### config.mk
export PLATFORM = sky130hd
export DESIGN_NAME = frame_tx_arbiter
export DESIGN_NICKNAME = d
export VERILOG_FILES = /design/src/rtl/frame_tx_arbiter.sv
export SDC_FILE = /design/constraint.sdc
export NUM_CORES = 1
export LEC_CHECK = 0
export CAP_MARGIN = 20
export CORE_MARGIN = 4
export CORE_UTILIZATION = 49
export CTS_CLUSTER_DIAMETER = 120
export DETAILED_ROUTE_END_ITERATION = 16
export PLACE_DENSITY = 0.79
export SYNTH_ARGS = -nofsm -noshare
export SYNTH_HDL_FRONTEND = slang
export SYNTH_SLANG_ARGS = --single-unit
export TNS_END_PERCENT = 10
### constraint.sdc
create_clock -name clk -period 2.9 [get_ports clk]
set_clock_uncertainty 0.2 [all_clocks]
set_input_delay 0.58 -clock clk [delete_from_list [all_inputs] [get_ports clk]]
set_output_delay 0.58 -clock clk [all_outputs]
set_load 0.01 [all_outputs]
### src/rtl/frame_tx_arbiter.sv
// frame_tx_arbiter: round-robin arbiter that serialises one requester's frame
// (start, port, length, data, stop) onto a single line.
module frame_tx_arbiter (
    input  logic        clk,
    input  logic        rst,
    input  logic        clkEn,
    input  logic [3:0]  req,
    input  logic [15:0] lenIn,
    input  logic [3:0]  dataIn,
    output logic [3:0]  gnt,
    output logic [3:0]  dataTake,
    output logic        serOut,
    output logic        busy,
    output logic        Done
);
    typedef enum logic [2:0] {IDLE, START, PORT, LEN, DATA, STOP} state_t;
    state_t state_q, state_d;
    logic [3:0] cnt_q, cnt_d, len_q, len_d, gnt_q, gnt_d;
    logic [1:0] idx_q, idx_d, ptr_q, ptr_d, win, c;
    logic       ser_q, ser_d, take;
    always_comb begin
        win = ptr_q;
        c   = ptr_q;
        for (int k = 3; k >= 0; k--) begin
            c = ptr_q + 2'(k);
            if (req[c]) win = c;
        end
    end
    // data is consumed on the edge that leaves the last length bit and on every data edge but the last
    assign take     = clkEn && ((state_q == LEN && cnt_q == 4'd3 && len_q != 4'd0) ||
                                (state_q == DATA && cnt_q != len_q - 4'd1));
    assign dataTake = take ? gnt_q : 4'b0;
    assign gnt      = gnt_q;
    assign serOut   = ser_q;
    assign busy     = state_q != IDLE;
    assign Done     = state_q == STOP;
    always_comb begin
        state_d = state_q;
        cnt_d   = cnt_q;
        len_d   = len_q;
        gnt_d   = gnt_q;
        idx_d   = idx_q;
        ptr_d   = ptr_q;
        ser_d   = ser_q;
        case (state_q)
            IDLE: if (|req) begin
                state_d = START;
                idx_d   = win;
                len_d   = lenIn[{win, 2'b00} +: 4];
                gnt_d   = 4'b1 << win;
                ptr_d   = win + 2'd1;
                cnt_d   = 4'd0;
                ser_d   = 1'b0;
            end
            START: begin
                state_d = PORT;
                cnt_d   = 4'd0;
                ser_d   = idx_q[1];
            end
            PORT: if (cnt_q == 4'd0) begin
                cnt_d = 4'd1;
                ser_d = idx_q[0];
            end else begin
                state_d = LEN;
                cnt_d   = 4'd0;
                ser_d   = len_q[3];
            end
            LEN: if (cnt_q != 4'd3) begin
                cnt_d = cnt_q + 4'd1;
                ser_d = len_q[2'd2 - cnt_q[1:0]];
            end else if (len_q != 4'd0) begin
                state_d = DATA;
                cnt_d   = 4'd0;
                ser_d   = dataIn[idx_q];
            end else begin
                state_d = STOP;
                ser_d   = 1'b1;
            end
            DATA: if (cnt_q != len_q - 4'd1) begin
                cnt_d = cnt_q + 4'd1;
                ser_d = dataIn[idx_q];
            end else begin
                state_d = STOP;
                ser_d   = 1'b1;
            end
            STOP: begin
                state_d = IDLE;
                gnt_d   = 4'b0;
                ser_d   = 1'b1;
            end
            default: begin
                state_d = IDLE;
                gnt_d   = 4'b0;
                ser_d   = 1'b1;
            end
        endcase
    end
    always_ff @(posedge clk) begin
        if (!rst) begin
            state_q <= IDLE;
            cnt_q   <= 4'd0;
            len_q   <= 4'd0;
            gnt_q   <= 4'b0;
            idx_q   <= 2'd0;
            ptr_q   <= 2'd0;
            ser_q   <= 1'b1;
        end else if (clkEn) begin
            state_q <= state_d;
            cnt_q   <= cnt_d;
            len_q   <= len_d;
            gnt_q   <= gnt_d;
            idx_q   <= idx_d;
            ptr_q   <= ptr_d;
            ser_q   <= ser_d;
        end
    end
endmodule

==> run_summary.xml <==
<?xml version="1.0" encoding="UTF-8"?>
<metrics>
  <group name="global_routing">
    <metric name="grt_util_all_layers" unit="">0.2029</metric>
    <metric name="antenna_found_initial" unit="">0</metric>
    <metric name="grt_max_degree" unit="">13</metric>
    <metric name="grt_overflow" unit="">0</metric>
    <metric name="first_global_vias" unit="">1478</metric>
    <metric name="first_pass_grt_wire_length" unit="µm">6775</metric>
  </group>
  <group name="flow_run">
    <metric name="max_cap_violations" unit="">0</metric>
  </group>
  <group name="logic_synthesis">
    <metric name="ys_types" unit="">58</metric>
    <metric name="synthFlopType" unit="">dfxtp_1</metric>
    <metric name="syn_nets" unit="">216</metric>
    <metric name="synth_seq_area_share" unit="">0.2570</metric>
    <metric name="netlist_instances" unit="">181</metric>
    <metric name="synth-edff-count" unit="">0</metric>
    <metric name="synthArstFlopShare" unit="">0</metric>
    <metric name="ys_ff_latch" unit="">20</metric>
    <metric name="yosysWarnings" unit="">0</metric>
    <metric name="syn-mean-instance-area" unit="µm²">8.606</metric>
    <metric name="synth_area" unit="µm²">1558</metric>
  </group>
  <group name="route">
    <metric name="route.detailed.drc" unit="">0</metric>
    <metric name="drt_initial_violations" unit="">118</metric>
    <metric name="firstDrtPassIters" unit="">4</metric>
    <metric name="detail-route-antenna-nets" unit="">0</metric>
    <metric name="wire_per_inst" unit="µm">14.93</metric>
    <metric name="drt-vias-per-instance" unit="">5.720</metric>
    <metric name="via_count" unit="">1533</metric>
    <metric name="drt_wl_total" unit="µm">4000</metric>
  </group>
  <group name="sta">
    <metric name="fmaxAchievable" unit="MHz">363.6</metric>
    <metric name="period_share" unit="">0.9484</metric>
    <metric name="slew_headroom" unit="">0.5607</metric>
    <metric name="setup_viol_count_final" unit="">0</metric>
    <metric name="minimum_clock_period_after_layout" unit="ns">2.750</metric>
    <metric name="final.setup.tns" unit="ns">0</metric>
    <metric name="timing_hold_violations_final" unit="">0</metric>
    <metric name="timing.final.max_slew_violations" unit="">0</metric>
    <metric name="worst-slew-pin-transition" unit="ns">0.6583</metric>
    <metric name="setup_repair_after_global_routing_missed_its_margin" unit="">no</metric>
    <metric name="final.setup.worst_slack" unit="ns">0.1498</metric>
  </group>
  <group name="die">
    <metric name="core_region_area" unit="µm²">3053</metric>
    <metric name="die_area" unit="µm²">4145</metric>
    <metric name="die-height" unit="µm">64.39</metric>
    <metric name="floorplan.rows" unit="">20</metric>
    <metric name="starting_density_of_the_core" unit="">0.5102</metric>
    <metric name="dieWidth" unit="µm">64.39</metric>
    <metric name="ioPinCount" unit="">38</metric>
  </group>
  <group name="critical_path">
    <metric name="endpoint_of_the_worst_register_to_register_path" unit="">cnt_q[3]</metric>
    <metric name="worst_reg2reg_path_startpoint" unit="">cnt_q[1]</metric>
    <metric name="critical_path.endpoint_type" unit="">primary output</metric>
    <metric name="critical_path.max_stage_delay" unit="ns">0.36</metric>
    <metric name="rr_worst_depth" unit="">7</metric>
    <metric name="timing.critical_path.from_type" unit="">flop</metric>
    <metric name="arrival" unit="ns">1.97</metric>
    <metric name="reg2reg_slack" unit="ns">0.63</metric>
    <metric name="worst_path_max_delay_cell" unit="">dfxtp_1</metric>
    <metric name="crit_path_cell_trace" unit="">inv_1 -&gt; ha_1 -&gt; xor2_1 -&gt; nand3_2 -&gt; o21bai_4 -&gt; a21boi_4 -&gt; and2_1 -&gt; dlymetal6s2s_1</metric>
    <metric name="crit_required" unit="ns">2.12</metric>
    <metric name="worstPathMaxFanout" unit="">4</metric>
    <metric name="worstSetupPathType" unit="">flop to primary output</metric>
  </group>
  <group name="finish">
    <metric name="drive_above_1_share" unit="">0.1473</metric>
    <metric name="most-common-layout-cells" unit="">clkdlybuf4s50_1 (33), nand2_1 (17), dfxtp_1 (17)</metric>
    <metric name="fillCellCount" unit="">261</metric>
    <metric name="layout-area-overhead-vs-synth" unit="%">32.61</metric>
    <metric name="finish.net_count" unit="">261</metric>
    <metric name="insertedDiodeCount" unit="">0</metric>
    <metric name="ff_latch_area" unit="µm²">404.1</metric>
    <metric name="most_common_cell_after_layout_fill_and_taps_aside" unit="">clkdlybuf4s50_1</metric>
    <metric name="multiInputGateArea" unit="µm²">1072</metric>
  </group>
  <group name="min_path">
    <metric name="hp-start" unit="">idx_q[1]</metric>
    <metric name="holdPathEnd" unit="">idx_q[1]</metric>
    <metric name="worst_hold_path_type" unit="">flop to flop</metric>
    <metric name="worstHoldPathCells" unit="">2</metric>
  </group>
  <group name="clock_network">
    <metric name="clk_sinks" unit="">20</metric>
    <metric name="cts_tree" unit="">yes</metric>
    <metric name="cts.htree.levels" unit="">1</metric>
    <metric name="clk_transition_reported_paths" unit="ns">0.12</metric>
    <metric name="cts-buffers-inserted" unit="">3</metric>
    <metric name="cts.root.buffer_cell" unit="">clkbuf_4</metric>
    <metric name="clock_path_buffers" unit="">2</metric>
    <metric name="clkLatencyLatePin" unit="ns">0.31</metric>
  </group>
  <group name="pwr">
    <metric name="total_leakage_power" unit="nW">0.8771</metric>
    <metric name="powerDensity" unit="nW/µm²">391.5</metric>
    <metric name="peakVddDrop" unit="V">0.0002153</metric>
    <metric name="power.total" unit="W">0.0008087</metric>
  </group>
  <group name="run_status">
    <metric name="status" unit="">completed</metric>
  </group>
  <group name="placement">
    <metric name="place_congestion" unit="">0.9212</metric>
    <metric name="dp.final_hpwl" unit="µm">3164</metric>
    <metric name="place_ws" unit="ns">0.006533</metric>
    <metric name="port_buffers" unit="">37</metric>
  </group>
</metrics>
timing repair:
action / in CTS / in global routing
hold buffers: 0 / 0
resized for setup: 4 / 8
endpoints found under the hold margin: 0 / 0
endpoints found under the setup margin: 4 / 4
gates cloned: 0 / 0
pin swaps: 0 / 1
setup buffers: 0 / 1
area by class of cell:
class                   instances  share of cell area
multi-input cells             141              0.5191
inverters                      11             0.01999
clock buffers                   3             0.01090
repair buffers                 49              0.2277
well taps                      44             0.02665
flip-flops and latches         20              0.1956
worst max-delay path by stage:
| stage | start | to | slack (ns) |
|---|---|---|---|
| detailed placement | len_q[1] | dataTake[0] | 0.007 |
| global route | len_q[0] | dataTake[2] | 0.06 |
| finish | len_q[0] | dataTake[2] | 0.15 |
| global placement | req[3] | gnt[0] | 0.14 |
| CTS | len_q[1] | dataTake[0] | -0.19 |
| floorplan | len_q[0] | dataTake[0] | 0.67 |
metrics by stage:
step / util / std cells / cell area [µm²] / hold slack (ns)
finish: 0.6766 / 268 / 2066 / 0.2972
global route: 0.6766 / 268 / 2066 / 0.3281
CTS: 0.6652 / 267 / 2031 / 0.2979
detailed placement: 0.6533 / 264 / 1994 / 0.2823
global placement: 0.6533 / 264 / 1994 / 0.2752
floorplan: - / 181 / 1558 / 0.2547
metal layers:
layer / part of all wire / global-route usage / wire (µm)
met1: 0.41 / 0.2333 / 1643
met4: 0.0090 / 0.07124 / 36
met2: 0.53 / 0.3698 / 2112
met3: 0.052 / 0.03866 / 208
met5: 0 / 0 / 0
flip-flops by register name, summed over array words and instances (netlist names):
signal and count:
cnt_q 4, gnt 4, len_q 4, state_q 3, idx_q 2, ptr_q 2
serOut 1
logic make-up (layout without fill, tap and decap cells):
logic type | Yosys count | count (layout) | synth area share
AND/OR/NAND/NOR | 71 | 71 | 0.2707
AO/OA/AOI/OAI | 46 | 46 | 0.2072
flip-flops | 20 | 20 | 0.2570
buffers and inverters | 20 | 63 | 0.07229
multiplexers | 11 | 11 | 0.08675
adder cells (fa/ha/maj) | 8 | 8 | 0.06426
XOR/XNOR | 5 | 5 | 0.04177
synthesized netlist by cell type (all sizes together), types with 2 or more instances:
library cell | n | area [µm²]
a31oi | 2 | 12.51
o21bai | 2 | 15.01
o21ai | 10 | 50.05
nor3b | 2 | 26.28
or4 | 2 | 18.77
xor2 | 2 | 17.52
nand2 | 18 | 75.07
or3b | 2 | 17.52
clkbuf | 3 | 11.26
nand3 | 10 | 55.05
a21oi | 8 | 40.04
mux4 | 2 | 45.04
nand4b | 3 | 26.28
o221ai | 5 | 50.04
inv | 11 | 41.29
nor2b | 2 | 12.51
o211ai | 2 | 15.01
xnor2 | 2 | 25.03
ha | 8 | 100.1
and2 | 5 | 31.28
and3b | 2 | 17.52
nor4 | 3 | 18.77
o21a | 3 | 22.52
mux2i | 9 | 90.09
buf | 6 | 60.06
nand3b | 2 | 15.01
dfxtp | 20 | 400.4
a22oi | 4 | 30.03
nor3 | 4 | 31.28
nor2 | 11 | 41.29
worst max-delay path: cells and delay by family, from the launching register on:
kind	cells	cell delay, ns
fa+ha+maj	1	0.31
xor+xnor	1	0.19
flops	1	0.36
simple gates	2	0.30
buf+inv	2	0.24
compound gates	2	0.25
report_power, final:
part,internal (W),switching (W),leakage [nW]
combinational,0.000163,0.000171,0.699
sequential,0.000302,0.0000340,0.165
clock,0.0000485,0.0000901,0.0138
total,0.000513,0.000295,0.877
Note: power is estimated with default switching activity, not from simulation.
